<file path="src/rtl/point_check_sched_if.sv">
// Bus bundle between the frame sequencer, vertex memory, point checker and raster stage.
// The sequencer side uses the master modport; the surrounding environment uses slave.
interface point_check_sched_if;
  logic               rd_en;
  logic        [9:0]  rd_addr;
  logic signed [11:0] rd_x;
  logic signed [11:0] rd_y;
  logic signed [11:0] rd_z;

  logic        [4:0]  chk_wall;
  logic signed [11:0] chk_x;
  logic signed [11:0] chk_y;
  logic signed [11:0] chk_z;
  logic        [9:0]  chk_p;

  logic               res_en;
  logic        [9:0]  res_p;
  logic signed [9:0]  res_x;
  logic signed [9:0]  res_y;
  logic signed [9:0]  res_z;

  logic               out_valid;
  logic               out_ready;
  logic        [9:0]  out_p;
  logic signed [9:0]  out_x;
  logic signed [9:0]  out_y;
  logic signed [9:0]  out_z;

  modport master (
    output rd_en, rd_addr,
    input  rd_x, rd_y, rd_z,
    output chk_wall, chk_x, chk_y, chk_z, chk_p,
    input  res_en, res_p, res_x, res_y, res_z,
    output out_valid, out_p, out_x, out_y, out_z,
    input  out_ready
  );

  modport slave (
    input  rd_en, rd_addr,
    output rd_x, rd_y, rd_z,
    input  chk_wall, chk_x, chk_y, chk_z, chk_p,
    output res_en, res_p, res_x, res_y, res_z,
    input  out_valid, out_p, out_x, out_y, out_z,
    output out_ready
  );
endinterface

</file>
<file path="src/rtl/point_check_sched.sv">
// Frame sequencer: streams vertices 0..NUM_PTS-1 through the point checker and queues
// accepted points in a credit-protected first-word-fall-through FIFO for the rasteriser.
module point_check_sched #(
  parameter int NUM_PTS  = 1000,
  parameter int FIFO_DEP = 8
) (
  input  logic                clk,
  input  logic                rst_n,
  input  logic                start,
  input  logic [4:0]          wall_in,
  output logic                busy,
  output logic                done,
  output logic [10:0]         valid_cnt,
  point_check_sched_if.master bus
);

  localparam int PW = $clog2(FIFO_DEP);
  localparam int CW = PW + 1;
  localparam int SW = CW + 1;
  localparam logic [9:0] LAST_ADDR = 10'(NUM_PTS - 1);

  typedef enum logic [1:0] {IDLE, RUN, DRAIN, DONE} state_t;

  typedef struct packed {
    logic        [9:0] p;
    logic signed [9:0] x;
    logic signed [9:0] y;
    logic signed [9:0] z;
  } entry_t;

  state_t        state;
  state_t        state_nxt;
  logic [4:0]    wall_q;
  logic [9:0]    addr;
  logic [9:0]    p_d1;
  logic [2:0]    tag;
  logic [PW-1:0] wr_ptr;
  logic [PW-1:0] rd_ptr;
  logic [CW-1:0] count;
  entry_t        fifo_mem [FIFO_DEP];
  entry_t        head;
  logic [SW-1:0] committed;
  logic          credit_ok;
  logic          issue;
  logic          push;
  logic          pop;
  logic          start_ok;

  // Every issued read owns a FIFO slot from issue until its tag retires, so the
  // pipeline never has to stall once a read is in flight.
  assign committed = SW'(count) + SW'(tag[0]) + SW'(tag[1]) + SW'(tag[2]);
  assign credit_ok = committed < SW'(FIFO_DEP);
  assign issue     = (state == RUN) && credit_ok;
  assign push      = tag[2] && bus.res_en;
  assign pop       = (count != '0) && bus.out_ready;
  assign start_ok  = (state == IDLE) && start;
  assign head      = fifo_mem[rd_ptr];

  always_comb begin
    state_nxt = state;
    busy      = 1'b0;
    done      = 1'b0;
    case (state)
      IDLE: begin
        if (start) state_nxt = RUN;
      end
      RUN: begin
        busy = 1'b1;
        if (issue && (addr == LAST_ADDR)) state_nxt = DRAIN;
      end
      DRAIN: begin
        busy = 1'b1;
        if ((tag == 3'b000) && (count == '0)) state_nxt = DONE;
      end
      DONE: begin
        done      = 1'b1;
        state_nxt = IDLE;
      end
      default: state_nxt = IDLE;
    endcase
  end

  always_comb begin
    bus.rd_en     = issue;
    bus.rd_addr   = addr;
    bus.chk_wall  = wall_q;
    bus.out_valid = (count != '0);
    bus.out_p     = head.p;
    bus.out_x     = head.x;
    bus.out_y     = head.y;
    bus.out_z     = head.z;
  end

  always_ff @(posedge clk or negedge rst_n) begin
    if (!rst_n) state <= IDLE;
    else        state <= state_nxt;
  end

  // tag[k] set means the vertex issued k+1 cycles ago is real; tag[2] qualifies res_*.
  always_ff @(posedge clk or negedge rst_n) begin
    if (!rst_n) begin
      wall_q    <= '0;
      addr      <= '0;
      p_d1      <= '0;
      tag       <= '0;
      bus.chk_x <= '0;
      bus.chk_y <= '0;
      bus.chk_z <= '0;
      bus.chk_p <= '0;
    end else begin
      tag <= {tag[1:0], issue};
      if (start_ok) begin
        wall_q <= wall_in;
        addr   <= '0;
      end else if (issue) begin
        addr <= addr + 10'd1;
        p_d1 <= addr;
      end
      if (tag[0]) begin
        bus.chk_x <= bus.rd_x;
        bus.chk_y <= bus.rd_y;
        bus.chk_z <= bus.rd_z;
        bus.chk_p <= p_d1;
      end
    end
  end

  always_ff @(posedge clk or negedge rst_n) begin
    if (!rst_n) begin
      wr_ptr <= '0;
      rd_ptr <= '0;
      count  <= '0;
      for (int i = 0; i < FIFO_DEP; i++) fifo_mem[i] <= '0;
    end else begin
      if (push) begin
        fifo_mem[wr_ptr] <= entry_t'{p: bus.res_p, x: bus.res_x, y: bus.res_y, z: bus.res_z};
        wr_ptr           <= wr_ptr + PW'(1);
      end
      if (pop) rd_ptr <= rd_ptr + PW'(1);
      case ({push, pop})
        2'b10:   count <= count + CW'(1);
        2'b01:   count <= count - CW'(1);
        default: count <= count;
      endcase
    end
  end

  always_ff @(posedge clk or negedge rst_n) begin
    if (!rst_n)                          valid_cnt <= '0;
    else if (start_ok)                   valid_cnt <= '0;
    else if (push && valid_cnt != 11'h7FF) valid_cnt <= valid_cnt + 11'd1;
  end

endmodule

</file>
<file path="src/flat_wrapper.sv">
// flat-port wrapper written by rule: the top's interface ports become plain ports
module point_check_sched_flat 
#(
  parameter int NUM_PTS  = 1000,
  parameter int FIFO_DEP = 8
)
  (clk, rst_n, start, wall_in, busy, done, valid_cnt, bus_rd_en, bus_rd_addr, bus_rd_x, bus_rd_y, bus_rd_z, bus_chk_wall, bus_chk_x, bus_chk_y, bus_chk_z, bus_chk_p, bus_res_en, bus_res_p, bus_res_x, bus_res_y, bus_res_z, bus_out_valid, bus_out_p, bus_out_x, bus_out_y, bus_out_z, bus_out_ready);
  point_check_sched_if bus_i ();
  input  logic clk;
  input  logic rst_n;
  input  logic start;
  input  logic [4:0] wall_in;
  output logic busy;
  output logic done;
  output logic [10:0] valid_cnt;
  output wire logic [$bits(bus_i.rd_en)-1:0] bus_rd_en;
  output wire logic [$bits(bus_i.rd_addr)-1:0] bus_rd_addr;
  input wire logic [$bits(bus_i.rd_x)-1:0] bus_rd_x;
  input wire logic [$bits(bus_i.rd_y)-1:0] bus_rd_y;
  input wire logic [$bits(bus_i.rd_z)-1:0] bus_rd_z;
  output wire logic [$bits(bus_i.chk_wall)-1:0] bus_chk_wall;
  output wire logic [$bits(bus_i.chk_x)-1:0] bus_chk_x;
  output wire logic [$bits(bus_i.chk_y)-1:0] bus_chk_y;
  output wire logic [$bits(bus_i.chk_z)-1:0] bus_chk_z;
  output wire logic [$bits(bus_i.chk_p)-1:0] bus_chk_p;
  input wire logic [$bits(bus_i.res_en)-1:0] bus_res_en;
  input wire logic [$bits(bus_i.res_p)-1:0] bus_res_p;
  input wire logic [$bits(bus_i.res_x)-1:0] bus_res_x;
  input wire logic [$bits(bus_i.res_y)-1:0] bus_res_y;
  input wire logic [$bits(bus_i.res_z)-1:0] bus_res_z;
  output wire logic [$bits(bus_i.out_valid)-1:0] bus_out_valid;
  output wire logic [$bits(bus_i.out_p)-1:0] bus_out_p;
  output wire logic [$bits(bus_i.out_x)-1:0] bus_out_x;
  output wire logic [$bits(bus_i.out_y)-1:0] bus_out_y;
  output wire logic [$bits(bus_i.out_z)-1:0] bus_out_z;
  input wire logic [$bits(bus_i.out_ready)-1:0] bus_out_ready;
  assign bus_rd_en = bus_i.rd_en;
  assign bus_rd_addr = bus_i.rd_addr;
  assign bus_i.rd_x = bus_rd_x;
  assign bus_i.rd_y = bus_rd_y;
  assign bus_i.rd_z = bus_rd_z;
  assign bus_chk_wall = bus_i.chk_wall;
  assign bus_chk_x = bus_i.chk_x;
  assign bus_chk_y = bus_i.chk_y;
  assign bus_chk_z = bus_i.chk_z;
  assign bus_chk_p = bus_i.chk_p;
  assign bus_i.res_en = bus_res_en;
  assign bus_i.res_p = bus_res_p;
  assign bus_i.res_x = bus_res_x;
  assign bus_i.res_y = bus_res_y;
  assign bus_i.res_z = bus_res_z;
  assign bus_out_valid = bus_i.out_valid;
  assign bus_out_p = bus_i.out_p;
  assign bus_out_x = bus_i.out_x;
  assign bus_out_y = bus_i.out_y;
  assign bus_out_z = bus_i.out_z;
  assign bus_i.out_ready = bus_out_ready;
  point_check_sched #(.NUM_PTS(NUM_PTS), .FIFO_DEP(FIFO_DEP)) u_core (.clk(clk), .rst_n(rst_n), .start(start), .wall_in(wall_in), .busy(busy), .done(done), .valid_cnt(valid_cnt), .bus(bus_i));
endmodule
</file>
<file path="config.mk">
export PLATFORM = sky130hd
export DESIGN_NAME = point_check_sched_flat
export DESIGN_NICKNAME = d
export VERILOG_FILES = /design/src/rtl/point_check_sched_if.sv /design/src/rtl/point_check_sched.sv /design/src/flat_wrapper.sv
export SDC_FILE = /design/constraint.sdc
export NUM_CORES = 1
export LEC_CHECK = 0
export CAP_MARGIN = 10
export CORE_MARGIN = 2
export CORE_UTILIZATION = 51
export CTS_CLUSTER_SIZE = 40
export DETAILED_ROUTE_END_ITERATION = 6
export PLACE_DENSITY = 0.77
export SETUP_SLACK_MARGIN = 0.1
export SYNTH_ARGS = -nofsm -noshare
export SYNTH_HDL_FRONTEND = slang
export SYNTH_SLANG_ARGS = --single-unit
</file>
<file path="constraint.sdc">
create_clock -name clk -period 2.67 [get_ports clk]
set_input_delay 0.267 -clock clk [delete_from_list [all_inputs] [get_ports clk]]
set_output_delay 0.267 -clock clk [all_outputs]
set_load 0.02 [all_outputs]
</file>
==> out/results.ini, run 1 <==
[logic_synthesis]
synth_fp_nets = 1250
synth_edf_count = 0
synth.avg_cell_area_um2 = 15.89
synth_ff_type = dfrtp_1
ys_ff_latch = 417
synth_warnings = 0
synth.top_cell.area_share = 0.5714
synthDistinctLibCells = 37
yosysTopAreaCell = dfrtp_1
async_flop_share = 1.000
synth_area_leaders = dfrtp_1, mux2_2, mux4_2
synthCells = 1149
seq_area_frac_synth = 0.5714
syn_area_um2 = 18260

[drt]
wirelength_um = 41610
first_pass_iters = 4
drt_iter0_drc = 332
viasPerCell = 5.699
wl_per_cell_um = 22.18
ant_nets = 0
drcViolationCount = 0
via_count = 10690

[power]
max-vdd-ir-drop_mv = 0.8912
leakagePower_nw = 10.12
power.density_nw_per_um2 = 1334

[final_layout]
fillCellCount = 2497
drive_above_1_share = 0.4777
post-route-util = 0.6533
layout.nets = 1483
fin_cells = 1876
syn_to_final_growth_pct = 26.62

[setup_path]
cp.buffers_inverters = 3
end_kind = output pin
critPathKind = reg2out
cp-start-kind = register
critPathSlowestCell = dfrtp_4
cp_slowest_stage_delay_ns = 0.55
crit_chain = buf_12 > clkbuf_16 > mux4_2 > mux2_4 > buf_6
cp_data_arrival_time_ns = 2.36
cpLargestDelayFamily = multiplexers
required_ns = 2.40
cp_max_fo = 8

[global_route]
grt_pass1_wl_um = 66540
grt.met2_usage = 0.3667
grtUsageMet1 = 0.2999
antenna_found_initial = 3
grtUsageMet3 = 0.06346
grt_pass1_vias = 11800
grt_use_total = 0.2235
top_usage_layer = met2
overflow = 0
grt_max_degree = 78

[sta]
skew_ns = 0.01026
min_period_over_period = 0.9846
clock.fmax_mhz = 380.4
slew_headroom = 0.5729
slew_violations = 0
layout_min_cycle_time_ns = 2.629
finalSetupViolCount = 0
finalHoldViolCount = 0
grt_setup_unrepaired = true
worstMarginPinSlew_ns = 0.6407

[clock_tree]
cts.reportedPaths.clkPinSlew_ns = 0.06
worstSkewPairLatency_ns = 0.54
clock_sinks = 417
cts_tree = done
ctsRootBufferMaster = clkbuf_16
clockBufferDepth = 3
h-tree-depth = 2
cts_made_buffers = 44

[die]
die_w_um = 193.2
start_util = 0.5159
rows = 69
dieHeight_um = 193.2
die_area_um2 = 37340
core_area_um2 = 35400
ios = 202

[placed_design]
io_buffer_count = 201
finalWeightedCongestion = 0.8132
place_hpwl_um = 23850
place_inst = 1776

[flow_run]
cap_viol_max_count = 0

[outcome]
status = complete, no violations

[worst_hold_path]
hold_class = in2reg

## path summary, 6_finish.rpt
check,startpoint,endpoint,depth (start not counted),slack (ns)
max in group asynchronous,rst_n,u_core.bus.chk_y[5],3,1.47
worst max register to register,u_core.count[3],u_core.count[3],10,0.20
worst min register to register,u_core.tag[1],u_core.tag[2],0,0.41
worst min-delay path,wall_in[0],u_core.bus.chk_wall[0],3,0.27
min in group asynchronous,rst_n,u_core.fifo_mem[3],2,0.32
worst max-delay path,u_core.rd_ptr[0],bus_out_y[4],5,0.04
## layout by cell type (no fill, tap or decap), types with 8 or more instances in the layout
| cell | n |
|---|---|
| xnor2_1 | 11 |
| clkbuf_16 | 49 |
| dfrtp_1 | 412 |
| inv_1 | 8 |
| nor2_1 | 23 |
| nand2_1 | 36 |
| mux2_4 | 37 |
| buf_6 | 39 |
| mux2_2 | 380 |
| xor2_1 | 10 |
| clkbuf_8 | 16 |
| clkbuf_1 | 10 |
| buf_4 | 14 |
| buf_12 | 24 |
| nand4_1 | 11 |
| mux4_2 | 80 |
| ha_1 | 13 |
| clkdlybuf4s50_1 | 159 |
## cell usage after synthesis (all sizes together), types with 3 or more instances
master  number
mux2       417
buf         33
a21oi        4
nor2        26
o21ai        5
ha          13
or3          3
xor2        10
dfrtp      417
mux4        80
and3         5
nor3         7
nand2       37
nand4       11
xnor2       11
mux2i        3
or4          3
clkbuf      34
inv          8
## timing repair
action                                  CTS  global route
hold buffers                              1             0
endpoints found under the setup margin   41            41
buffers inserted                          9             3
gates cloned                              4             4
endpoints found under the hold margin    69             0
resized for setup                       205            91
## final cells by class
class,count,area (um2),share of cell area
Clock inverter,6,55.05,0.002381
Tap cell,461,576.8,0.02494
Clock buffer,71,1384,0.05985
Inverter,9,33.78,0.001461
Timing Repair Buffer,254,2922,0.1263
Multi-Input combinational cell,656,7701,0.3330
Sequential cell,417,10450,0.4518
Antenna cell,2,5.005,0.0002164
## power by group
| part | switching (mW) | internal, mW | leakage (nW) |
|---|---|---|---|
| Sequential | 1.69 | 9.22 | 5.19 |
| Clock | 2.42 | 3.62 | 0.715 |
| Combinational | 5.62 | 8.28 | 4.21 |
| Total | 9.74 | 21.1 | 10.1 |
## tightest hold or removal path: cells and delay by family
kind | cells | cell delay, ns
buffers and inverters | 1 | 0.40
AND/OR/NAND/NOR | 2 | 0.09
## sequential cells by signal (all words and copies together) (netlist names)
name                 cells
u_core.bus.rd_addr      10
u_core.valid_cnt        11
u_core.bus.chk_x        12
u_core.fifo_mem        320
u_core.state             2
u_core.wr_ptr            3
u_core.p_d1             10
u_core.bus.chk_z        12
u_core.bus.chk_y        12
u_core.bus.chk_p        10
u_core.bus.chk_wall      5
u_core.rd_ptr            3
u_core.count             4
u_core.tag               3
## routing by layer
layer | up-vias | part of all wire
li1 | 4675 | -
met1 | 5658 | 0.42
met2 | 300 | 0.49
met3 | 56 | 0.077
met4 | 2 | 0.015
met5 | - | 0.00034
## kinds of logic (layout without fill, tap and decap cells)
kind of cell,after synthesis,count (layout),synth area share
multiplexers,500,500,0.3576
flip-flops,417,417,0.5714
AND/OR/NAND/NOR,103,103,0.02672
buffers and inverters,76,340,0.01699
XOR/XNOR,21,21,0.01007
AO/OA/AOI/OAI,17,17,0.006097
adder cells (fa/ha/maj),15,15,0.01110
other,0,2,0
## per-stage QoR
stage | setup slack [ns] | TNS (ns) | cell area (um2) | hold WS [ns] | power (mW)
2_1_floorplan | 0.1837 | 0 | 18260 | -0.02859 | 18.83
3_3_place_gp | 0.1922 | 0 | 21130 | 0.2990 | 23.18
3_5_place_dp | 0.1524 | 0 | 21130 | 0.3080 | 23.58
4_1_cts | 0.01979 | 0 | 22730 | 0.2411 | 29.93
5_1_grt | -0.01134 | -0.04604 | 23120 | 0.2693 | 32.53
6_report | 0.04103 | 0 | 23120 | 0.2671 | 30.86
No activity file was read; power rests on OpenSTA's default activity.
==> inputs of run 2 (changes only) <==
--- a/config.mk
+++ b/config.mk
@@ -10,6 +10,7 @@
 export CORE_UTILIZATION = 51
 export CTS_CLUSTER_SIZE = 40
 export DETAILED_ROUTE_END_ITERATION = 6
+export GPL_ROUTABILITY_DRIVEN = 0
 export PLACE_DENSITY = 0.77
 export SETUP_SLACK_MARGIN = 0.1
 export SYNTH_ARGS = -nofsm -noshare
==> results of run 2 <==
Same layout as run 1: the final DEF is identical, and so are final timing and power.
